`src/rtl/uart_cmd_ctrl.sv`:
```
// uart_cmd_ctrl: UART byte-command decoder driving per-core AXI traffic generators and PMU reads.
// Define UART_CMD_CTRL_CHECKSUM_EN to append an XOR checksum byte to every response.
module uart_cmd_ctrl #(
  parameter int CORE_COUNT     = 16,
  parameter int AXI_ID_WIDTH   = 5,
  parameter int PMU_ADDR_WIDTH = 5,
  parameter int PMU_DATA_WIDTH = 64,
  parameter int PMU_LATENCY    = 1,
  parameter int TIMEOUT_CYCLES = 1_000_000
) (
  input  logic                                      clk_i,
  input  logic                                      arstn_i,
  input  logic [7:0]                                rx_data_i,
  input  logic                                      rx_valid_i,
  output logic [7:0]                                tx_data_o,
  output logic                                      tx_valid_o,
  input  logic                                      tx_ready_i,
  output logic [7:0]                                req_depth_o,
  output logic [CORE_COUNT-1:0][AXI_ID_WIDTH-1:0]   id_o,
  output logic [CORE_COUNT-1:0][7:0]                axlen_o,
  output logic [CORE_COUNT-1:0]                     write_o,
  output logic [CORE_COUNT-1:0]                     fifo_push_o,
  output logic [CORE_COUNT-1:0]                     start_o,
  input  logic [CORE_COUNT-1:0]                     idle_i,
  output logic [CORE_COUNT-1:0][PMU_ADDR_WIDTH-1:0] pmu_addr_o,
  input  logic [CORE_COUNT-1:0][PMU_DATA_WIDTH-1:0] pmu_data_i,
  output logic                                      busy_o
);
  localparam int CLG  = CORE_COUNT > 1 ? $clog2(CORE_COUNT) : 0;
  localparam int CIB  = CLG > 8 ? (CLG + 7) / 8 : 1;
  localparam int IDB  = (AXI_ID_WIDTH + 7) / 8;
  localparam int MB   = (CORE_COUNT + 7) / 8;
  localparam int PB   = PMU_DATA_WIDTH / 8;
  localparam int ARW  = CIB + IDB + 1;
  localparam int AMAX = ARW > MB ? ARW : MB;
`ifdef UART_CMD_CTRL_CHECKSUM_EN
  localparam int CSB  = 1;
`else
  localparam int CSB  = 0;
`endif
  localparam int RMAX = (PB > MB ? PB : MB) + CSB;
  localparam int ACW  = $clog2(AMAX + 1);
  localparam int RCW  = $clog2(RMAX + 1);
  localparam int CSW  = CLG > 0 ? CLG : 1;
  localparam int TW   = $clog2(TIMEOUT_CYCLES);
  localparam int LW   = PMU_LATENCY > 1 ? $clog2(PMU_LATENCY) : 1;

  typedef enum logic [2:0] {S_IDLE, S_RX_ARGS, S_EXEC, S_PMU_WAIT, S_TX} state_t;

  state_t                                    state_q;
  logic [7:0]                                op_q, err_q, err_d, depth_q;
  logic [AMAX*8-1:0]                         args_q;
  logic [ACW-1:0]                            acnt_q;
  logic [TW-1:0]                             tmo_q;
  logic [LW-1:0]                             lat_q;
  logic [RMAX*8-1:0]                         resp_q, rd, resp_ld;
  logic [RCW-1:0]                            rlen_q, rn, rlen_ld;
  logic                                      clr_pend_q, tx_valid_q;
  logic [CORE_COUNT-1:0][AXI_ID_WIDTH-1:0]   id_q;
  logic [CORE_COUNT-1:0][7:0]                len_q;
  logic [CORE_COUNT-1:0]                     wr_q, push_q, start_q;
  logic [CORE_COUNT-1:0][PMU_ADDR_WIDTH-1:0] pmu_addr_q;
  logic [CIB*8-1:0]                          core_idx;
  logic [CSW-1:0]                            core_sel;
  logic                                      core_ok, core_op, tmo_hit, lat_hit, bad_op, ld, drop, ev_cmd;
  logic [8:0]                                err_sum;

  function automatic logic known(input logic [7:0] op);
    return op >= 8'h01 && op <= 8'h08;
  endfunction

  function automatic logic [ACW-1:0] nargs(input logic [7:0] op);
    return (op == 8'h01 || op == 8'h02) ? ACW'(1) :
           (op == 8'h03 || op == 8'h04) ? ACW'(ARW) :
           op == 8'h06 ? ACW'(MB) :
           op == 8'h07 ? ACW'(CIB + 1) : '0;
  endfunction

  assign core_idx = args_q[CIB*8-1:0];
  assign core_sel = core_idx[CSW-1:0];
  assign core_ok  = 32'(core_idx) < 32'(CORE_COUNT);
  assign core_op  = op_q == 8'h03 || op_q == 8'h04 || op_q == 8'h07;
  assign tmo_hit  = tmo_q == TW'(TIMEOUT_CYCLES - 1);
  assign lat_hit  = lat_q == LW'(PMU_LATENCY - 1);
  assign bad_op   = (state_q == S_IDLE && rx_valid_i && !known(rx_data_i)) ||
                    (state_q == S_RX_ARGS && !rx_valid_i && tmo_hit);
  assign ld       = bad_op || (state_q == S_EXEC && !(op_q == 8'h07 && core_ok)) ||
                    (state_q == S_PMU_WAIT && lat_hit);
  assign drop     = rx_valid_i && (state_q == S_EXEC || state_q == S_PMU_WAIT || state_q == S_TX);
  assign ev_cmd   = bad_op || (state_q == S_EXEC && core_op && !core_ok);
  assign err_sum  = {1'b0, err_q} + 9'(ev_cmd) + 9'(drop);
  // the clear takes effect on the first (status) byte; a coincident error survives as a count of one
  assign err_d    = (tx_valid_q && tx_ready_i && clr_pend_q) ? {7'b0, ev_cmd | drop} :
                    err_sum[8] ? 8'hFF : err_sum[7:0];

  always_comb begin
    rd = '0;
    rn = RCW'(1);
    if (state_q == S_PMU_WAIT) begin
      rd[PMU_DATA_WIDTH-1:0] = pmu_data_i[core_sel];
      rn = RCW'(PB);
    end else if (state_q == S_EXEC && op_q == 8'h05) begin
      rd[CORE_COUNT-1:0] = idle_i;
      rn = RCW'(MB);
    end else if (state_q == S_EXEC) begin
      rd[7:0] = op_q == 8'h01 ? args_q[7:0] + 8'd1 :
                op_q == 8'h08 ? err_q :
                (core_op && !core_ok) ? 8'hEE : op_q | 8'h80;
    end else begin
      rd[7:0] = 8'hEE;
    end
  end

`ifdef UART_CMD_CTRL_CHECKSUM_EN
  logic [7:0] cs;
  // bytes above the response length are zero, so XOR over the whole buffer is the checksum
  always_comb begin
    cs = '0;
    for (int i = 0; i < RMAX; i++) cs = cs ^ rd[i*8 +: 8];
  end
  assign resp_ld = rd | ((RMAX*8)'(cs) << {rn, 3'b000});
  assign rlen_ld = rn + 1'b1;
`else
  assign resp_ld = rd;
  assign rlen_ld = rn;
`endif

  always_ff @(posedge clk_i or negedge arstn_i) begin
    if (!arstn_i) begin
      state_q    <= S_IDLE;
      op_q       <= '0;
      err_q      <= '0;
      depth_q    <= '0;
      args_q     <= '0;
      acnt_q     <= '0;
      tmo_q      <= '0;
      lat_q      <= '0;
      resp_q     <= '0;
      rlen_q     <= '0;
      clr_pend_q <= 1'b0;
      tx_valid_q <= 1'b0;
      id_q       <= '0;
      len_q      <= '0;
      wr_q       <= '0;
      push_q     <= '0;
      start_q    <= '0;
      pmu_addr_q <= '0;
    end else begin
      push_q  <= '0;
      start_q <= '0;
      err_q   <= err_d;
      case (state_q)
        S_IDLE: if (rx_valid_i && known(rx_data_i)) begin
          op_q    <= rx_data_i;
          acnt_q  <= '0;
          tmo_q   <= '0;
          state_q <= nargs(rx_data_i) == '0 ? S_EXEC : S_RX_ARGS;
        end
        S_RX_ARGS: if (rx_valid_i) begin
          for (int i = 0; i < AMAX; i++) if (acnt_q == ACW'(i)) args_q[i*8 +: 8] <= rx_data_i;
          acnt_q <= acnt_q + 1'b1;
          tmo_q  <= '0;
          if (acnt_q + 1'b1 == nargs(op_q)) state_q <= S_EXEC;
        end else if (!tmo_hit) begin
          tmo_q <= tmo_q + 1'b1;
        end
        S_EXEC: begin
          clr_pend_q <= op_q == 8'h08;
          if (op_q == 8'h02) depth_q <= args_q[7:0];
          if (op_q == 8'h06) start_q <= args_q[CORE_COUNT-1:0];
          if ((op_q == 8'h03 || op_q == 8'h04) && core_ok) begin
            id_q[core_sel]   <= args_q[CIB*8 +: AXI_ID_WIDTH];
            len_q[core_sel]  <= args_q[(CIB+IDB)*8 +: 8];
            wr_q[core_sel]   <= op_q[2];
            push_q[core_sel] <= 1'b1;
          end
          if (op_q == 8'h07 && core_ok) begin
            pmu_addr_q[core_sel] <= PMU_ADDR_WIDTH'(args_q[CIB*8 +: 8]);
            lat_q                <= '0;
            state_q              <= S_PMU_WAIT;
          end
        end
        S_PMU_WAIT: if (!lat_hit) lat_q <= lat_q + 1'b1;
        S_TX: if (tx_ready_i) begin
          resp_q     <= resp_q >> 8;
          rlen_q     <= rlen_q - 1'b1;
          clr_pend_q <= 1'b0;
          if (rlen_q == RCW'(1)) begin
            state_q    <= S_IDLE;
            tx_valid_q <= 1'b0;
          end
        end
        default: state_q <= S_IDLE;
      endcase
      if (ld) begin
        resp_q     <= resp_ld;
        rlen_q     <= rlen_ld;
        tx_valid_q <= 1'b1;
        state_q    <= S_TX;
      end
    end
  end

  assign tx_data_o   = resp_q[7:0];
  assign tx_valid_o  = tx_valid_q;
  assign req_depth_o = depth_q;
  assign id_o        = id_q;
  assign axlen_o     = len_q;
  assign write_o     = wr_q;
  assign fifo_push_o = push_q;
  assign start_o     = start_q;
  assign pmu_addr_o  = pmu_addr_q;
  assign busy_o      = state_q != S_IDLE;
endmodule
```
`config.mk`:
```
export PLATFORM = sky130hd
export DESIGN_NAME = uart_cmd_ctrl
export DESIGN_NICKNAME = d
export VERILOG_FILES = /design/src/rtl/uart_cmd_ctrl.sv
export SDC_FILE = /design/constraint.sdc
export NUM_CORES = 1
export LEC_CHECK = 0
export ABC_AREA = 1
export ABC_CLOCK_PERIOD_IN_PS = 2300
export BUFFER_PORTS_ARGS = -buffer_cell sky130_fd_sc_hd__buf_2
export CORE_AREA = 2 2 541 543
export DETAILED_ROUTE_END_ITERATION = 8
export DIE_AREA = 0 0 543 545
export SLEW_MARGIN = 20
export SYNTH_ARGS = -nofsm -noshare
export SYNTH_HDL_FRONTEND = slang
export SYNTH_SLANG_ARGS = --single-unit
```
`constraint.sdc`:
```
create_clock -name clk_i -period 2.3 [get_ports clk_i]
set_input_delay 0.46 -clock clk_i [delete_from_list [all_inputs] [get_ports clk_i]]
set_output_delay 0.46 -clock clk_i [all_outputs]
set_load 0.1 [all_outputs]
```
==> results of run 1 <==
==> worst max-delay path, stage by stage (launching register included) <==
cell and delay (ps):
dfrtp_4 590, buf_12 200, buf_12 150, clkbuf_16 200, o21ai_0 190, o22ai_1 110, nand2_2 150, nand4_1 270
nand2_2 230, nand3_2 80, nand2_1 60, nand2_1 40
==> worst max path at each step <==
stage | start | to | slack, ps | cells past startpoint
global route | op_q[0] | err_q[0] | -260 | 18
finish | args_q[0] | resp_q[2] | -120 | 11
global placement | rx_data_i[5] | err_q[0] | -1050 | 21
detailed placement | rx_data_i[5] | err_q[0] | -1010 | 21
CTS | args_q[0] | resp_q[7] | -140 | 12
floorplan | rx_data_i[4] | err_q[0] | -60 | 18
==> power groups by stage <==
stage	clock [mW]	sequential, mW	combinational (mW)
4_1_cts	10.7	9.85	20.3
5_1_grt	11.0	9.95	23.0
6_report	10.4	9.87	21.5
3_5_place_dp	0	9.97	19.0
2_1_floorplan	0	9.78	8.21
3_3_place_gp	0	9.99	19.1
==> routing by layer <==
layer | global-route usage | vias to the layer above | share of wire
met5 | 0 | - | 0.0028
met4 | 0.108 | 134 | 0.064
met3 | 0.0775 | 737 | 0.11
met2 | 0.325 | 2281 | 0.47
met1 | 0.207 | 18159 | 0.35
li1 | - | 17127 | -
==> synthesized netlist by cell type (2+ instances only) <==
cell,number
buf_4,25
nand2_1,853
nor2_1,656
o21ai_1,50
nor2_2,2
o32ai_1,2
o21ai_2,3
nand4_1,68
nor2_4,2
inv_1,176
buf_2,51
xor2_1,13
clkbuf_1,219
o211ai_1,12
buf_6,12
a21oi_1,21
nor3_1,28
xnor2_1,2
nand2_2,13
o22ai_1,243
o21ai_0,922
buf_1,9
clkinv_1,3
nand3_2,2
nand3_1,49
dfrtp_1,479
inv_2,6
nor4_1,5
a22o_1,10
a31oi_1,2
nand2_4,2
ha_1,11
nand3b_1,3
==> registers in the layout, indices dropped and copies added, names as in the netlist <==
| name | count |
|---|---|
| acnt_q | 2 |
| state_q | 3 |
| err_q | 8 |
| clr_pend_q | 1 |
| fifo_push_o | 16 |
| args_q | 24 |
| rlen_q | 4 |
| tmo_q | 20 |
| write_o | 16 |
| id_o | 80 |
| op_q | 8 |
| tx_valid_o | 1 |
| resp_q | 64 |
| start_o | 16 |
| axlen_o | 128 |
| pmu_addr_o | 80 |
| req_depth_o | 8 |
==> logic make-up (layout without fill, tap and decap cells) <==
group	Yosys count	count (layout)	synth area share
AO/OA/AOI/OAI	1275	1275	0.243
flip-flops	479	479	0.428
AND/OR/NAND/NOR	1688	1688	0.242
adder cells (fa/ha/maj)	12	12	0.00563
buffers and inverters	501	2220	0.0761
other	0	328	0
XOR/XNOR	15	15	0.00470
==> timing repair <==
item	CTS	global route
pin swaps	17	64
hold buffers	1	0
buffers inserted	17	29
hold endpoints to repair	88	0
setup endpoints to repair	80	255
resized for setup	229	276
gates cloned	6	12
==> through the flow <==
step | total power, mW | hold WS [ps] | cell area, um2 | setup slack, ps | utilization
2_1_floorplan | 18.0 | 164 | 28000 | -61.5 | -
3_3_place_gp | 29.1 | 409 | 43200 | -1050 | 0.149
3_5_place_dp | 29.0 | 407 | 43200 | -1010 | 0.149
4_1_cts | 40.9 | 1.15 | 46500 | -143 | 0.160
5_1_grt | 43.9 | 65.9 | 48100 | -257 | 0.166
6_report | 41.8 | 78.9 | 48500 | -124 | 0.167
==> area by class of cell <==
cell class                 count  area, um2
tap                         3900       4880
antenna                      328        821
fill                       33551     242000
clock buffer                  79       1690
inverter                     185        738
sequential                   479      12000
multi-input combinational   2990      15000
timing repair buffer        1924      12900
clock inverter                32        449
==> metrics.csv, run 1 <==
metric;value;unit
yosysUniqueCellTypes;49;
post-route-worst-setup-slack;-124;ps
mostFrequentLayoutCells;buf_2 (1403), nand2_1 (793), o21ai_0 (771);
cts.reportedPaths.clkPinSlew;70;ps
placedCellCount;9414;
period_minus_slack;2420;ps
worst-endpoint-arrival;3080;ps
gpl.final_weighted_congestion;0.996;
p_per_cell_area;862;nW/um2
final_max_slew_viol_count;0;
htree_levels;2;
yosysTopAreaCellShare;0.428;
routed_wirelength;306;mm
wire_length_of_the_first_global_routing_pass;371;mm
post_synthesis_net_count;5034;
number_of_flops_mapped_to_enable_cells_by_yosys;0;
seq_power_share;0.236;
portBuffers;1405;
hold_violations;0;
worstPathRequired;2960;ps
total_switching_power;18.9;mW
outcome;finished, violations left;
design.core.area;290000;um2
period_share;1.05;
clk-insertion-delay-late;770;ps
drt_first_pass_iters;5;
setup.worst_path.end_class;flip-flop;
synth_area;28000;um2
critical_path.max_fanout;17;
pwr-share-comb;0.515;
cellLeakagePower;22.7;nW
die_area;296000;um2
die_height;545;um
effective_utilization_at_floorplan;0.0964;
synth_area_leaders;dfrtp_1 (43%), o21ai_0 (16%), nand2_1 (11%);
regToRegStartpoint;args_q[0];
max_slew.worst_pin.slew;691;ps
rsz0062_at_grt;yes;
critical_path_class;flip-flop to flip-flop;
cell_internal_pwr;22.9;mW
crit_path_start_kind;flip-flop;
timing.hold.worst_path_depth;5;
globalRouteTotalUtil;0.194;
mean_instance_size_in_the_synthesized_netlist;7.05;um2
maximum_number_of_pins_on_one_net_before_global_route_repair;76;
grt_overflow;0;
drt_iter0_drc;3520;
die-width;543;um
failed_checks;negative setup slack;
synth-seq-cells;479;
setup_viol;33;
cts-buffers-inserted;60;
mapped_cells;3970;
route.detailed.vias_per_inst;3.88;
cts_max_path_buffers;3;
hold_path_class;primary input to flip-flop;
number_of_sinks_driven_by_the_clock_tree;479;
max-vdd-ir-drop;0.000694;V
stdcell_count;9917;
area_growth;73.4;%
synth.largest_area_cell;dfrtp_1;
cts_tree;done;
fmax;413;MHz
worst_slew_margin_rel;0.543;
timing.clock.skew;101;ps
final_ant_viol_nets;0;
ys_warn_count;0;
drt_drc_violations_left;0;
design.portCount;1406;
post_synth_arst_share;1.00;
grt_antenna_before_repair;349;
clock_power_share;0.249;
hp-start;idle_i[10];
layout.cells.most_common;buf_2;
rows;198;
switch_share;0.453;
fraction_of_final_layout_cells_sized_beyond_drive_strength_1;0.408;
postSynth.topFlopCell;dfrtp_1;
mean_routed_wirelength_per_cell;30.9;um
r2r-end;resp_q[2];
tns;-1310;ps
final_nets;6704;
timing.reg2reg.worst_path_depth;11;
place.detailed.hpwl;259;mm
worst_hold_path.endpoint;resp_q[10];
cts-root-buf;clkbuf_16;
first_global_vias;35434;
rrSetupSlack;-120;ps
cap_viol_max_count;0;
via_total_after_detailed_routing;38438;
sequential_element_share_of_the_synthesized_area;0.428;
Note: power is estimated with default switching activity, not from simulation.
==> run 2: changes to the inputs <==
PLACE_DENSITY = 0.3   (was default)
REMOVE_ABC_BUFFERS = 1   (was default)
TNS_END_PERCENT = 5   (was default)
==> run 2 against run 1 <==
  * The flow still finishes with violations (negative setup slack)
  * Power down 1.9%
  * Sequential power about the same
  * Via count is 5.0% lower
  * Sequential share of layout area up 0.32 points
  * Global-route usage fell by 2.2 points
  * Clock power increased by 5%
  * First-iteration DRC count fell by 35%
  * Sequential cell count did not move
  * Clock skew shrank 52 ps
  * Register-to-register slack got worse by 150 ps
  * Count of clock-buffer cells in the layout is 12 higher
  * Cell count shrank 1.7%
  * Largest cell class unchanged
  * Largest power group unchanged
  * Highest routed layer unchanged
==> metrics.csv, run 2 (same netlist as run 1, synthesis figures left out) <==
metric;value;unit;change
max-vdd-ir-drop;0.000497;V;-28%
cellLeakagePower;22.6;nW;-0.36%
fmax;389;MHz;-5.8%
largest_reg_flops;128;;unchanged
worst-endpoint-arrival;3140;ps;+60 ps
critical_path_class;flip-flop to flip-flop;;
regToRegStartpoint;args_q[0];;
die_area;296000;um2;unchanged
rsz0062_at_grt;yes;;
effective_utilization_at_floorplan;0.0964;;unchanged
stdcell_count;9746;;-1.7%
drt_drc_violations_left;0;;unchanged
die_height;545;um;unchanged
design.core.area;290000;um2;unchanged
htree_levels;3;;+1
portBuffers;1405;;unchanged
final_max_slew_viol_count;0;;unchanged
cap_viol_max_count;0;;unchanged
rrSetupSlack;-270;ps;-150 ps
cts.reportedPaths.clkPinSlew;70;ps;about the same
area_growth;71.2;%;
number_of_sinks_driven_by_the_clock_tree;479;;unchanged
slowest_delay;570;ps;-20 ps
rows;198;;unchanged
final_nets;6724;;+0.30%
final_ant_viol_nets;0;;unchanged
grt_overflow;0;;unchanged
outcome;finished, violations left;;
post-route-worst-setup-slack;-273;ps;-149 ps
timing.clock.skew;48.8;ps;-52.3 ps
grt_antenna_before_repair;226;;-35%
drt_iter0_drc;2284;;-35%
hold-worst-slack;113;ps;+34.1 ps
fraction_of_final_layout_cells_sized_beyond_drive_strength_1;0.400;;-0.00802
cts-buffers-inserted;66;;+10%
failed_checks;negative setup slack;;
route.detailed.vias_per_inst;3.75;;-3.3%
mostFrequentLayoutCells;buf_2 (1403), nand2_1 (814), o21ai_0 (793);;
tns;-3480;ps;-2180 ps
setup_viol;48;;+45%
critPathSlowestCell;dfrtp_4;;
setup.worst_path.end_class;flip-flop;;
maximum_number_of_pins_on_one_net_before_global_route_repair;55;;-28%
drt_first_pass_iters;5;;unchanged
design.portCount;1406;;unchanged
globalRouteTotalUtil;0.172;;-0.0223
wire_length_of_the_first_global_routing_pass;343;mm;-7.7%
hp-start;idle_i[12];;
mean_routed_wirelength_per_cell;27.1;um;-12%
max_slew.worst_pin.slew;709;ps;+18.1 ps
cts-root-buf;clkbuf_16;;
period_share;1.12;;+0.0650
cts_tree;done;;
p_per_cell_area;857;nW/um2;-0.65%
gpl.final_weighted_congestion;0.918;;-7.8%
worst_hold_path.endpoint;resp_q[12];;
hold_path_class;primary input to flip-flop;;
critical_path.max_fanout;20;;+3
place.detailed.hpwl;218;mm;-16%
clk-insertion-delay-late;720;ps;-50 ps
layout.cells.most_common;buf_2;;
worst_slew_margin_rel;0.531;;-0.0120
hold_violations;0;;unchanged
timing.reg2reg.worst_path_depth;11;;unchanged
via_total_after_detailed_routing;36526;;-5.0%
final_core_utilization;0.165;;-0.00213
cts_max_path_buffers;3;;unchanged
timing.hold.worst_path_depth;5;;unchanged
routed_wirelength;264;mm;-14%
first_global_vias;36994;;+4.4%
r2r-end;resp_q[45];;
placedCellCount;9442;;+0.30%
die-width;543;um;unchanged
period_minus_slack;2570;ps;+149 ps
worstPathRequired;2870;ps;-90 ps
cp_cell_sequence;inv_16, bufbuf_16, o21ai_0, o22ai_1, buf_4, nand2_1, nand4_1, nand2_1, o21ai_0, o21ai_1, inv_1;;
crit_path_start_kind;flip-flop;;
[run 2: metal layers]
layer	wire [um]	global-route usage	vias to the layer above
li1	-	-	16929
met1	106000	0.201	17515
met5	670	0	-
met4	8490	0.0591	112
met2	128000	0.295	1558
met3	21400	0.0532	412
[run 2: worst max path at each step]
stage | from | to | slack (ps) | cells after the start
after global routing | args_q[0] | resp_q[37] | -300 | 12
after CTS | args_q[0] | resp_q[38] | -200 | 13
after detailed placement | rx_data_i[6] | err_q[0] | -860 | 20
after floorplan | args_q[0] | id_o[20] | -20580 | 6
final | args_q[0] | resp_q[45] | -270 | 11
after global placement | rx_data_i[7] | err_q[0] | -1010 | 20
[run 2: where the power goes]
group	leakage, nW	internal, mW	switching (mW)	total (mW)
clock network	1.08	6.18	4.73	10.9
logic	15.0	7.58	12.7	20.3
registers	6.55	9.18	0.662	9.84
total	22.6	22.9	18.1	41.0
[run 2: repair_timing]
item,4_1_cts,5_1_grt
endpoints found under the setup margin,189,335
pin swaps,47,44
resized for setup,251,170
hold buffers,1,0
gates cloned,8,7
hold endpoints to repair,22,0
setup buffers,28,8
[run 2: worst max-delay path, delay by kind of cell, from the launching register on]
family	cells	cell delay, ps
buffers and inverters	4	690
AND/OR/NAND/NOR	3	620
flip-flops	1	570
AO/OA/AOI/OAI	4	490
[run 2: through the flow]
step / worst slack [ps] / total power, mW / cell area [um2]
finish: -273 / 41.0 / 47900
global route: -296 / 43.7 / 47800
CTS: -195 / 41.5 / 46900
detailed placement: -855 / 28.9 / 43400
global placement: -1010 / 29.0 / 43400
floorplan: -20580 / 17.0 / 26500
[run 2: cell type report]
type                            instances  area, um2
Antenna cell                          133        333
Clock buffer                           91       1840
Clock inverter                         30        427
Fill cell                           33557     242000
Inverter                              185        739
Multi-Input combinational cell       2990      14800
Sequential cell                       479      12000
Tap cell                             3900       4880
Timing Repair Buffer                 1938      12900
